$ cat src/rtl/apb_master_arbiter_pkg.sv
// apb_master_arbiter_pkg
//
// Shared definitions for the round-robin APB master and its arbiter:
//   apb_state_e          - APB master phase encoding (IDLE / SETUP / ACCESS)
//   APB_AW_DEFAULT       - default APB address width
//   APB_DW_DEFAULT       - default APB data width
//   APB_TIMEOUT_DEFAULT  - default PREADY wait limit in ACCESS cycles
//   idx_width()          - width of an index into N requesters (never 0)

package apb_master_arbiter_pkg;

    typedef enum logic [1:0] {
        APB_IDLE   = 2'd0,
        APB_SETUP  = 2'd1,
        APB_ACCESS = 2'd2
    } apb_state_e;

    localparam int APB_AW_DEFAULT      = 8;
    localparam int APB_DW_DEFAULT      = 32;
    localparam int APB_TIMEOUT_DEFAULT = 16;

    // A single requester still needs a 1-bit index, hence the floor of 1.
    function automatic int idx_width(input int n);
        return (n > 1) ? $clog2(n) : 1;
    endfunction

endpackage

$ cat src/rtl/apb_master_arbiter_rr.sv
// rr_arbiter
//
// Purely combinational round-robin picker. The search starts one position
// after the previous winner and wraps modulo NREQ, so a requester that has
// just been served is considered last.
//
// Ports:
//   i_req        [NREQ]  requests that are allowed to win this cycle
//   i_last       [IW]    index of the previous winner
//   o_grant      [NREQ]  one-hot winner, all zero when nothing requests
//   o_grant_idx  [IW]    binary index of the winner (0 when no winner)

module rr_arbiter
    import apb_master_arbiter_pkg::*;
#(
    parameter int NREQ = 2,
    localparam int IW  = idx_width(NREQ)
) (
    input  logic [NREQ-1:0] i_req,
    input  logic [IW-1:0]   i_last,
    output logic [NREQ-1:0] o_grant,
    output logic [IW-1:0]   o_grant_idx
);

    logic          found;
    logic [IW-1:0] cand;

    // Walk the requesters in rotating order starting at last+1 and keep the
    // first hit. The walk ends on i_last itself, so a lone requester that won
    // last time can still win again.
    always_comb begin
        o_grant     = '0;
        o_grant_idx = '0;
        found       = 1'b0;
        cand        = '0;
        for (int i = 1; i <= NREQ; i++) begin
            cand = IW'((int'(i_last) + i) % NREQ);
            if (!found && i_req[cand]) begin
                found          = 1'b1;
                o_grant[cand]  = 1'b1;
                o_grant_idx    = cand;
            end
        end
    end

endmodule

$ cat src/rtl/apb_master_arbiter.sv
// apb_master_arbiter
//
// Shares one APB bus among NREQ local requesters. Each requester holds a
// single-beat read or write on i_req until it sees its o_ack pulse. The block
// arbitrates round-robin in IDLE, runs SETUP then ACCESS, waits on PREADY for
// at most TIMEOUT cycles (0 = wait forever), and returns read data and error
// status to the winner together with a one-cycle o_ack. Every output is
// registered.
//
// Ports:
//   i_clk, i_reset_n                 clock, synchronous active-low reset
//   i_req, i_req_write               per-requester request and direction
//   i_req_addr, i_req_wdata          per-requester address / write data,
//                                    requester k at [k*AW +: AW] / [k*DW +: DW]
//   o_ack, o_rdata, o_slverr         completion pulse (one-hot) and result
//   o_paddr, o_pwrite, o_pwdata,
//   o_psel, o_penable                APB master outputs
//   i_prdata, i_pready, i_pslverr    APB completer responses

module apb_master_arbiter
    import apb_master_arbiter_pkg::*;
#(
    parameter int NREQ    = 2,
    parameter int AW      = APB_AW_DEFAULT,
    parameter int DW      = APB_DW_DEFAULT,
    parameter int TIMEOUT = APB_TIMEOUT_DEFAULT
) (
    input  logic               i_clk,
    input  logic               i_reset_n,
    input  logic [NREQ-1:0]    i_req,
    input  logic [NREQ-1:0]    i_req_write,
    input  logic [NREQ*AW-1:0] i_req_addr,
    input  logic [NREQ*DW-1:0] i_req_wdata,
    output logic [NREQ-1:0]    o_ack,
    output logic [DW-1:0]      o_rdata,
    output logic               o_slverr,
    output logic [AW-1:0]      o_paddr,
    output logic               o_pwrite,
    output logic [DW-1:0]      o_pwdata,
    output logic               o_psel,
    output logic               o_penable,
    input  logic [DW-1:0]      i_prdata,
    input  logic               i_pready,
    input  logic               i_pslverr
);

    localparam int IW  = idx_width(NREQ);
    localparam int WCW = $clog2(TIMEOUT + 2);
    // The counter reads TIMEOUT-1 during the last permitted ACCESS cycle.
    localparam logic [WCW-1:0] WAIT_LAST = WCW'((TIMEOUT > 0) ? TIMEOUT - 1 : 0);

    apb_state_e      state;
    apb_state_e      state_next;
    logic [NREQ-1:0] eligible;
    logic [NREQ-1:0] grant;
    logic [IW-1:0]   grant_idx;
    logic [IW-1:0]   last;
    logic [NREQ-1:0] winner_oh;
    logic [WCW-1:0]  wait_cnt;
    logic            timeout_hit;
    logic            start;
    logic            finish;

    // A requester being acknowledged this cycle still has i_req high; masking
    // it keeps the same transfer from being granted a second time.
    assign eligible    = i_req & ~o_ack;
    assign timeout_hit = (TIMEOUT != 0) && !i_pready && (wait_cnt == WAIT_LAST);
    assign start       = (state == APB_IDLE) && (|eligible);
    assign finish      = (state == APB_ACCESS) && (i_pready || timeout_hit);

    rr_arbiter #(
        .NREQ        (NREQ)
    ) u_rr_arbiter (
        .i_req       (eligible),
        .i_last      (last),
        .o_grant     (grant),
        .o_grant_idx (grant_idx)
    );

    // Phase sequencing. IDLE always sits between two transfers, so there is
    // no ACCESS->SETUP shortcut even when another requester is waiting.
    always_comb begin
        state_next = state;
        case (state)
            APB_IDLE:   if (start)  state_next = APB_SETUP;
            APB_SETUP:              state_next = APB_ACCESS;
            APB_ACCESS: if (finish) state_next = APB_IDLE;
            default:                state_next = APB_IDLE;
        endcase
    end

    // Phase register. Reset drops straight back to IDLE, abandoning any
    // transfer on the bus without an acknowledge.
    always_ff @(posedge i_clk) begin
        if (!i_reset_n) begin
            state <= APB_IDLE;
        end else begin
            state <= state_next;
        end
    end

    // Bus and result registers. The winner's request is captured once at
    // grant so the requester may change its inputs while the transfer runs.
    // psel/penable are driven here as registers to keep every output free of
    // combinational paths from the inputs. A timeout completes the transfer
    // exactly like PREADY would, but reports an error and zero data; any
    // PREADY that arrives afterwards lands in IDLE and is ignored.
    always_ff @(posedge i_clk) begin
        if (!i_reset_n) begin
            last      <= IW'(NREQ - 1);
            winner_oh <= '0;
            wait_cnt  <= '0;
            o_ack     <= '0;
            o_rdata   <= '0;
            o_slverr  <= 1'b0;
            o_paddr   <= '0;
            o_pwrite  <= 1'b0;
            o_pwdata  <= '0;
            o_psel    <= 1'b0;
            o_penable <= 1'b0;
        end else begin
            o_ack <= '0;

            if (start) begin
                last      <= grant_idx;
                winner_oh <= grant;
                o_paddr   <= i_req_addr[int'(grant_idx)*AW +: AW];
                o_pwdata  <= i_req_wdata[int'(grant_idx)*DW +: DW];
                o_pwrite  <= i_req_write[grant_idx];
                o_psel    <= 1'b1;
                o_penable <= 1'b0;
            end

            if (state == APB_SETUP) begin
                o_penable <= 1'b1;
                wait_cnt  <= '0;
            end

            if (state == APB_ACCESS) begin
                if (finish) begin
                    o_psel    <= 1'b0;
                    o_penable <= 1'b0;
                    o_ack     <= winner_oh;
                    if (i_pready) begin
                        o_rdata  <= o_pwrite ? '0 : i_prdata;
                        o_slverr <= i_pslverr;
                    end else begin
                        o_rdata  <= '0;
                        o_slverr <= 1'b1;
                    end
                end else begin
                    wait_cnt <= wait_cnt + WCW'(1);
                end
            end
        end
    end

`ifdef FORMAL
    a_penable_needs_psel: assert property (@(posedge i_clk) disable iff (!i_reset_n)
        o_penable |-> o_psel);
    a_ack_onehot: assert property (@(posedge i_clk) disable iff (!i_reset_n)
        $onehot0(o_ack));
    a_ack_only_idle: assert property (@(posedge i_clk) disable iff (!i_reset_n)
        (|o_ack) |-> (state == APB_IDLE) && !o_psel);
    a_setup_to_access: assert property (@(posedge i_clk) disable iff (!i_reset_n)
        (state == APB_SETUP) |=> (state == APB_ACCESS));
    a_access_outputs: assert property (@(posedge i_clk) disable iff (!i_reset_n)
        (state == APB_ACCESS) |-> (o_psel && o_penable));
    a_stable_in_access: assert property (@(posedge i_clk) disable iff (!i_reset_n)
        (state == APB_ACCESS) |-> ($stable(o_paddr) && $stable(o_pwdata) && $stable(o_pwrite)));
    a_no_double_ack: assert property (@(posedge i_clk) disable iff (!i_reset_n)
        (|o_ack) |=> ((o_ack & $past(o_ack)) == '0));
`endif

endmodule

$ cat config.mk
export PLATFORM = sky130hd
export DESIGN_NAME = apb_master_arbiter
export DESIGN_NICKNAME = d
export VERILOG_FILES = /design/src/rtl/apb_master_arbiter_pkg.sv /design/src/rtl/apb_master_arbiter_rr.sv /design/src/rtl/apb_master_arbiter.sv
export SDC_FILE = /design/constraint.sdc
export NUM_CORES = 1
export LEC_CHECK = 0
export CORE_UTILIZATION = 40
export DETAILED_ROUTE_END_ITERATION = 6
export HOLD_SLACK_MARGIN = 0.08
export PLACE_DENSITY = 0.82
export RECOVER_POWER = 50
export SYNTH_ARGS = -nofsm -noshare
export SYNTH_HDL_FRONTEND = slang
export SYNTH_SLANG_ARGS = --single-unit
$ cat constraint.sdc
create_clock -name i_clk -period 4.6 [get_ports i_clk]
set_clock_uncertainty 0.15 [all_clocks]
set_input_delay 1.38 -clock i_clk [delete_from_list [all_inputs] [get_ports i_clk]]
set_output_delay 1.38 -clock i_clk [all_outputs]
set_load 0.02 [all_outputs]
==> results.cfg <==
[critical_path]
worst_setup_path_end_kind = flip-flop
path_class = in -> reg
crit_fanout = 44
startpoint_type = input pin
crit_arrival_ns = 3.68
worst_ep_required_time_ns = 4.73

[cts]
cts_setup_buffers = 0
clk_pin_slew_ns = 0.09
insertion_delay_ns = 0.34
cts_tree = done
cts_sinks = 88
cts_resized = 0
numCtsBuffers = 9
cts_root_buf = clkbuf_8
cts_max_path_buffers = 2
ctsHtreeMaxLevel = 3
holdBufCountCts = 0

[timing]
hold_viol = 0
fin_tns_setup_ns = 0
min_period_ns = 3.55
fmax_mhz = 282
finalSetupViolCount = 0
rsz0062_at_grt = false
relSlewSlack_pct = 6.91
post-route-period-util_pct = 77.2
hold_ws_ns = 0.317
tightest_slew_ns = 1.40
slew_viol_final = 0

[power_and_ir_drop]
clkPwrFrac_pct = 28.3
power.leakage_nw = 2.37
switching_share_pct = 29.6
ir_drop_uv = 162
p_seq_share_pct = 46.2
p_comb_share_pct = 25.5
internal_power_mw = 1.31
power_mw = 1.86
p_sw_uw = 551
power_density_nw_per_um2 = 333

[route]
antenna_left = 0
via_per_inst = 5.31
drt_iter0_drc = 131
vias = 3512
drcViolationCount = 0
wl_per_cell_um = 15.6
wl_um = 10400
first_pass_iters = 4

[synthesis]
avgSynthCellArea_um2 = 9.07
ys_warn_count = 0
yosysSeqAreaShare_pct = 52.8
synth_cell_types = 39
syn_area_um2 = 3340
synthesis.nets = 490
ys_ff_latch = 88
syn_inst = 368

[layout]
final_cells = 662
syn_to_final_growth_pct = 67.2
mostFrequentLayoutCells = 122 x clkdlybuf4s50_1, 88 x dfxtp_1, 83 x a21oi_1
num-fill-cells = 601
n_antenna_cell = 0
final_common_cell = clkdlybuf4s50_1
final_layout_size_suffix_gt1_share_pct = 6.25
fin_nets = 677

[floorplanning]
fp.dieW_um = 93.3
die_area_um2 = 8710
die_h_um = 93.3
placementRows = 32
initial_core_util_pct = 42.3
core_area_um2 = 7890
io_pins = 198

[placement]
dp_hpwl_um = 7370
io_buffers = 197
gp_congestion = 0.803
dp_cells = 646

[global_routing]
antenna_found_initial = 0
grt_pass1_wl_um = 16000
gr-total-overflow = 0
grt_max_degree = 56
grt_usage_pct = 23.2
grt_pass1_vias = 3330

[worst_hold_path]
hp-class = reg -> reg

[flow_run]
max-cap-violations = 0

[status]
status = finished, final reports clean
==> Yosys cell counts, drive strengths merged <==
cell	n	share of area [%]
a21boi	4	0.90
a21o	1	0.23
a21oi	84	13
a22o	32	8.4
a22oi	1	0.37
and2	3	0.64
and3	4	0.79
buf	13	2.0
clkbuf	16	1.8
dfxtp	88	53
ha	2	0.75
inv	1	0.11
mux2i	1	0.30
nand2	49	5.5
nand2b	3	0.79
nand3	3	0.45
nand4	1	0.19
nor2	4	0.53
nor2b	6	1.2
nor3	1	0.30
nor4b	1	0.45
o211ai	1	0.23
o21a	2	0.67
o21ai	43	6.6
o221a	1	0.34
or2b	1	0.26
or4b	1	0.41
xor2	1	0.26
==> kinds of logic (layout without fill, tap and decap cells) <==
family	count (synthesis)	after routing	share of synthesized area, %
muxes	1	1	0.300
DFF	88	88	52.8
and+or+nand+nor	77	77	11.5
AOI/OAI and AO/OA	169	169	30.4
buffers and inverters	30	222	3.97
xor gates and xnor gates	1	1	0.263
adders and majority gates	2	2	0.750
==> final cells by class <==
class                   instances  area, µm²  share of cell area, %
clock buffers                   9        124                   2.22
repair buffers                205       2040                   36.7
multi-input cells             250       1450                   25.9
flip-flops and latches         88       1760                   31.6
clock inverters                 7       70.1                   1.26
well taps                     102        128                   2.29
inverters                       1       3.75                 0.0673
==> metal layers <==
| metal | wire length (µm) | share of wire (%) | GRT usage, % | vias to the layer above |
|---|---|---|---|---|
| met1 | 4330 | 42 | 27.7 | 1662 |
| met4 | 162 | 1.6 | 8.59 | 0 |
| li1 | - | - | - | 1684 |
| met5 | 0 | 0 | 0 | - |
| met3 | 760 | 7.3 | 5.69 | 13 |
| met2 | 5100 | 49 | 40.3 | 153 |
==> per-stage QoR <==
step / util, % / area (µm²) / setup slack, ns
4_1_cts: 71.0 / 5600 / 1.44
6_report: 70.7 / 5580 / 1.05
3_3_place_gp: 68.5 / 5400 / 1.15
2_1_floorplan: - / 3340 / 2.10
3_5_place_dp: 68.5 / 5400 / 1.08
5_1_grt: 70.7 / 5580 / 0.784
==> registers in the layout, summed over array words and instances, names as in the netlist <==
name and count:
o_penable 1, o_pwrite 1, last 1, o_rdata 32, o_slverr 1, o_paddr 8
o_psel 1, winner_oh 2, wait_cnt 5, state 2, o_pwdata 32, o_ack 2
==> power by group through the flow <==
stage          sequential [mW]  combinational [mW]  clock [mW]
2_1_floorplan            0.945               0.159           0
3_3_place_gp             0.876               0.488           0
3_5_place_dp             0.878               0.496           0
4_1_cts                  0.862               0.499       0.544
5_1_grt                  0.867               0.510       0.579
6_report                 0.859               0.474       0.527
==> worst max-delay path, cell delays in order <==
cell	delay, ns
clkdlybuf4s50_1	0.48
nor2b_1	0.27
o21a_1	1.12
o21ai_0	0.22
a21oi_1	0.18
==> worst paths after layout <==
| kind | start | to | slack (ns) | cells past startpoint |
|---|---|---|---|---|
| setup / recovery | i_req[1] | o_pwdata[23]$_SDFFE_PN0P_ | 1.05 | 5 |
| hold / removal | winner_oh[0]$_SDFFE_PN0P_ | winner_oh[0]$_SDFFE_PN0P_ | 0.32 | 2 |
| setup reg to reg | state[1]$_SDFFE_PN0P_ | o_pwdata[23]$_SDFFE_PN0P_ | 2.20 | 4 |
| hold reg to reg | winner_oh[0]$_SDFFE_PN0P_ | winner_oh[0]$_SDFFE_PN0P_ | 0.32 | 2 |
Power figures use the tool's default switching activity.
